**src/rtl/mult_div_unit_pkg.sv**
```systemverilog
// Shared constants, opcode encodings and FSM state type for the iterative
// signed multiply/divide unit.
package mult_div_unit_pkg;

    localparam int DATA_W = 32;

    localparam logic OP_MULT = 1'b0;
    localparam logic OP_DIV  = 1'b1;

    typedef enum logic [1:0] {
        ST_IDLE = 2'd0,
        ST_MULT = 2'd1,
        ST_DIV  = 2'd2,
        ST_DONE = 2'd3
    } state_t;

    // Two's-complement magnitude; 0x80000000 maps to itself, which is the
    // correct unsigned magnitude.
    function automatic logic [DATA_W-1:0] abs_val(input logic [DATA_W-1:0] x);
        return x[DATA_W-1] ? (~x + 1'b1) : x;
    endfunction

endpackage

```
**src/rtl/mult_div_unit.sv**
```systemverilog
// Iterative signed 32x32 multiply / 32/32 divide: sign-magnitude shift-add and
// restoring-subtract over 64-bit working registers, signs restored on entry to DONE.
module mult_div_unit #(
    parameter int DATA_W = mult_div_unit_pkg::DATA_W
) (
    input  logic              clk,
    input  logic              reset,
    input  logic              start,
    input  logic              op,
    input  logic [DATA_W-1:0] a_in,
    input  logic [DATA_W-1:0] b_in,
    output logic [DATA_W-1:0] hi_out,
    output logic [DATA_W-1:0] lo_out,
    output logic              busy,
    output logic              done,
    output logic              div_zero
);
    import mult_div_unit_pkg::*;

    state_t              state_q, state_d;
    logic [4:0]          cnt_q, cnt_d;
    logic [2*DATA_W-1:0] work_q, work_d;
    logic [DATA_W-1:0]   opb_q, opb_d;
    logic                neg_res_q, neg_res_d;
    logic                neg_rem_q, neg_rem_d;
    logic [DATA_W-1:0]   hi_q, hi_d, lo_q, lo_d;
    logic                div_zero_q, div_zero_d;

    logic [DATA_W:0]     mult_sum;
    logic [2*DATA_W-1:0] mult_next;
    logic [2*DATA_W-1:0] mult_fix;
    logic                div_ge;
    logic [DATA_W-1:0]   div_diff;
    logic [2*DATA_W-1:0] div_next;

    // One shift-add step: low half holds the remaining multiplier bits.
    assign mult_sum  = {1'b0, work_q[2*DATA_W-1:DATA_W]}
                     + (work_q[0] ? {1'b0, opb_q} : '0);
    assign mult_next = {mult_sum, work_q[DATA_W-1:1]};
    assign mult_fix  = neg_res_q ? (~mult_next + 1'b1) : mult_next;

    // One restoring step: the partial remainder is always below the divisor,
    // so after the difference it fits back into the upper half.
    assign div_ge    = work_q[2*DATA_W-1:DATA_W-1] >= {1'b0, opb_q};
    assign div_diff  = work_q[2*DATA_W-2:DATA_W-1] - opb_q;
    assign div_next  = {(div_ge ? div_diff : work_q[2*DATA_W-2:DATA_W-1]),
                        work_q[DATA_W-2:0], div_ge};

    always_comb begin
        state_d    = state_q;
        cnt_d      = cnt_q;
        work_d     = work_q;
        opb_d      = opb_q;
        neg_res_d  = neg_res_q;
        neg_rem_d  = neg_rem_q;
        hi_d       = hi_q;
        lo_d       = lo_q;
        div_zero_d = 1'b0;
        case (state_q)
            ST_IDLE: begin
                if (start) begin
                    cnt_d     = '0;
                    work_d    = {{DATA_W{1'b0}}, abs_val(a_in)};
                    opb_d     = abs_val(b_in);
                    neg_res_d = a_in[DATA_W-1] ^ b_in[DATA_W-1];
                    neg_rem_d = a_in[DATA_W-1];
                    if (op == OP_MULT) begin
                        state_d = ST_MULT;
                    end else if (b_in == '0) begin
                        div_zero_d = 1'b1;
                        state_d    = ST_DONE;
                    end else begin
                        state_d = ST_DIV;
                    end
                end
            end
            ST_MULT: begin
                work_d = mult_next;
                cnt_d  = cnt_q + 5'd1;
                if (cnt_q == 5'd31) begin
                    state_d = ST_DONE;
                    hi_d    = mult_fix[2*DATA_W-1:DATA_W];
                    lo_d    = mult_fix[DATA_W-1:0];
                end
            end
            ST_DIV: begin
                work_d = div_next;
                cnt_d  = cnt_q + 5'd1;
                if (cnt_q == 5'd31) begin
                    state_d = ST_DONE;
                    hi_d    = neg_rem_q ? (~div_next[2*DATA_W-1:DATA_W] + 1'b1)
                                        : div_next[2*DATA_W-1:DATA_W];
                    lo_d    = neg_res_q ? (~div_next[DATA_W-1:0] + 1'b1)
                                        : div_next[DATA_W-1:0];
                end
            end
            default: begin
                state_d = ST_IDLE;
            end
        endcase
    end

    always_ff @(posedge clk) begin
        if (reset) begin
            state_q    <= ST_IDLE;
            cnt_q      <= '0;
            work_q     <= '0;
            opb_q      <= '0;
            neg_res_q  <= 1'b0;
            neg_rem_q  <= 1'b0;
            hi_q       <= '0;
            lo_q       <= '0;
            div_zero_q <= 1'b0;
        end else begin
            state_q    <= state_d;
            cnt_q      <= cnt_d;
            work_q     <= work_d;
            opb_q      <= opb_d;
            neg_res_q  <= neg_res_d;
            neg_rem_q  <= neg_rem_d;
            hi_q       <= hi_d;
            lo_q       <= lo_d;
            div_zero_q <= div_zero_d;
        end
    end

    assign hi_out   = hi_q;
    assign lo_out   = lo_q;
    assign busy     = (state_q == ST_MULT) || (state_q == ST_DIV);
    assign done     = (state_q == ST_DONE);
    assign div_zero = div_zero_q;

endmodule

```
**config.mk**
```make
export PLATFORM = sky130hd
export DESIGN_NAME = mult_div_unit
export DESIGN_NICKNAME = d
export VERILOG_FILES = /design/src/rtl/mult_div_unit_pkg.sv /design/src/rtl/mult_div_unit.sv
export SDC_FILE = /design/constraint.sdc
export NUM_CORES = 1
export LEC_CHECK = 0
export ABC_CLOCK_PERIOD_IN_PS = 6300
export CAP_MARGIN = 20
export CORE_AREA = 4 4 207 209
export DETAILED_ROUTE_END_ITERATION = 10
export DIE_AREA = 0 0 211 213
export PLACE_DENSITY = 0.63
export SLEW_MARGIN = 25
export SYNTH_ARGS = -nofsm -noshare
export SYNTH_HDL_FRONTEND = slang
export SYNTH_SLANG_ARGS = --single-unit
```
**constraint.sdc**
```tcl
create_clock -name clk -period 6.3 [get_ports clk]
set_input_delay 1.575 -clock clk [delete_from_list [all_inputs] [get_ports clk]]
set_output_delay 1.575 -clock clk [all_outputs]
set_load 0.01 [all_outputs]
```
==> impl_metrics.ini <==
[placed_design]
place_congestion = 0.983
placed_cell_area_mm2 = 0.0179
dp_hpwl_um = 44300
port_buffers = 134

[grt]
antenna_found_initial = 2
grt_use_total = 0.248
overflow = 0
grt_pass1_vias = 15500
grt_first_pass_wirelength_um = 89000
grt_max_degree = 129

[timing]
worstMarginPinSlew_ns = 1.01
fin_crit_ns = 5.71
slew_headroom = 0.324
skew_ns = 0.0159
finalSetupViolCount = 0
tns_ns = 0
fmax_mhz = 175
rsz0062_at_grt = no
finalCritPeriodShare = 0.907
hold_ws_ns = 0.456
slew_violations = 0
hold_viol = 0

[routing]
drc_errors = 0
drt-initial-drc-count = 1622
vias = 17200
ant_nets = 0
post_drt_via_cell_ratio = 6.04
wire_per_inst_um = 20.3
wl_um = 57800
first_pass_iters = 6

[setup_path]
crit_path_start_kind = flip-flop
crit_chain = clkinv_1 > buf_4 > nor2_1 > ha_1 > nand4_1 > nor3_1 > a32oi_1 > nand3b_1 > a221oi_1 > xor2_1 > nand4b_1 > or4b_2 > o31ai_2 > mux2i_1 > a311oi_1
critPathMaxFanout = 21
critPathTopFamily = simple AND/OR/NAND/NOR gates
crit_arrival_ns = 6.03
path_class = reg2reg
worstSetupEndpointType = flip-flop
slowest_stage = or4b_2
cp_num_buf_inv = 2
worstPathRequired_ns = 6.62
cpPeakStageDelay_ns = 0.76

[clocking]
cts_setup_buffers = 0
cts_htree_levels = 4
clk_latency_ns = 0.48
tritoncts = yes
postCtsHoldBufs = 0
cts_resized = 0
cts.reportedPaths.clkPinSlew_ns = 0.08
cts-root-buf = clkbuf_16
clk_path_buf_depth = 2
clock-sinks = 170
numCtsBuffers = 17

[cells_and_area]
layout_commonest_cell = nor2_1
area_growth_pct = 13.4
final_area_mm2 = 0.0184
layout-drive-gt1-share = 0.0527
nNetsFinal = 2448
final_cell_mix = nor2_1, nand2_1, a21oi_1
fin_util = 0.452

[min_path]
hold_path.class = reg2reg

[floorplan]
die_y_um = 213
die_w_um = 211
core_mm2 = 0.0408
start_util = 0.398
rows = 74
dieArea_mm2 = 0.0449
num_io_pins = 135

[yosys]
syn_inst = 2296
syn_avg_cell_area_um2 = 7.08
synth_top_flop_cell = dfxtp_1
ys_async_sr_fraction = 0
seq_area_frac_synth = 0.209
synth_warnings = 0
synth_seq_cells = 170
ys_types = 85
syn-num-nets = 2441
synth_edf_count = 0
syn-cell-area_mm2 = 0.0163

[power_and_ir_drop]
power_leakage_nw = 6.98
peakVddDrop_mv = 0.216
power_density_mw_per_mm2 = 238
p_total_mw = 4.40

[job]
maxCapViolCount = 0

[outcome]
status = finished clean
==> stage by stage <==
step	cells	setup WS (ns)
after detailed placement	2816	0.564
after CTS	2848	0.746
after floorplan	2296	1.30
final	2849	0.586
after global placement	2816	0.577
after global routing	2848	0.323
==> synthesized netlist by cell type (28+ instances only) <==
cell      count  area (µm²)
nor2_1      274        1030
nand2_1     249         935
a21oi_1     206        1030
dfxtp_1     170        3400
clkbuf_1    147         552
o21ai_0     110         551
xnor2_1     109         955
xor2_1       92         806
a211oi_1     80         601
ha_1         75         938
inv_1        71         267
nor3_1       55         275
o31ai_1      47         353
nand3_1      39         195
a21o_1       32         240
a22oi_1      32         240
or3_1        31         194
o211ai_1     30         225
or4_1        29         218
a31oi_1      28         175
==> worst reg2reg max path: stages (launching register included) <==
cell	delay (ns)
dfxtp_1	0.45
clkinv_1	0.62
buf_4	0.46
nor2_1	0.25
ha_1	0.40
nand4_1	0.22
nor3_1	0.07
a32oi_1	0.35
nand3b_1	0.28
a221oi_1	0.39
xor2_1	0.41
nand4b_1	0.28
or4b_2	0.76
o31ai_2	0.28
mux2i_1	0.27
a311oi_1	0.07
==> metal layers <==
layer,share of wire,up-vias,track usage
met2,0.40,690,0.347
met5,0.00021,-,0
met1,0.48,8066,0.379
li1,-,8402,-
met4,0.015,2,0.0588
met3,0.10,46,0.0633
==> sequential cells by signal, indices dropped and copies added (netlist names) <==
signal	flops
lo_out	32
opb_q	32
neg_rem_q	1
div_zero	1
state_q	2
work_q	64
cnt_q	5
neg_res_q	1
hi_out	32
==> worst paths after layout <==
path / start / endpoint / slack, ns / depth (start not counted)
worst min register to register: cnt_q[4] / cnt_q[4] / 0.46 / 2
worst min-delay path: cnt_q[4] / cnt_q[4] / 0.46 / 2
worst max-delay path: work_q[0] / hi_out[30] / 0.59 / 15
worst max register to register: work_q[0] / hi_out[30] / 0.59 / 15
==> logic make-up after synthesis <==
family,Yosys count,share of synthesized area
buffers and inverters,252,0.0603
XOR/XNOR,201,0.108
flip-flops,170,0.209
AND/OR/NAND/NOR,830,0.242
AO/OA/AOI/OAI,739,0.303
adder cells (fa/ha/maj),77,0.0601
multiplexers,27,0.0177
==> power breakdown <==
part	total, mW	switching (mW)	internal, mW
Clock	1.11	0.539	0.568
Sequential	1.35	0.178	1.17
Combinational	1.95	1.24	0.711
Total	4.40	1.95	2.45
==> final cells by class <==
cell class                 instances  area (µm²)
antenna                            1        2.50
clock buffer                      17         425
clock inverter                    15         169
fill                            4219       22400
inverter                          75         282
multi-input combinational       1874       11900
sequential                       170        3400
tap                              532         666
timing repair buffer             165        1580
(Power assumes the default switching activity.)
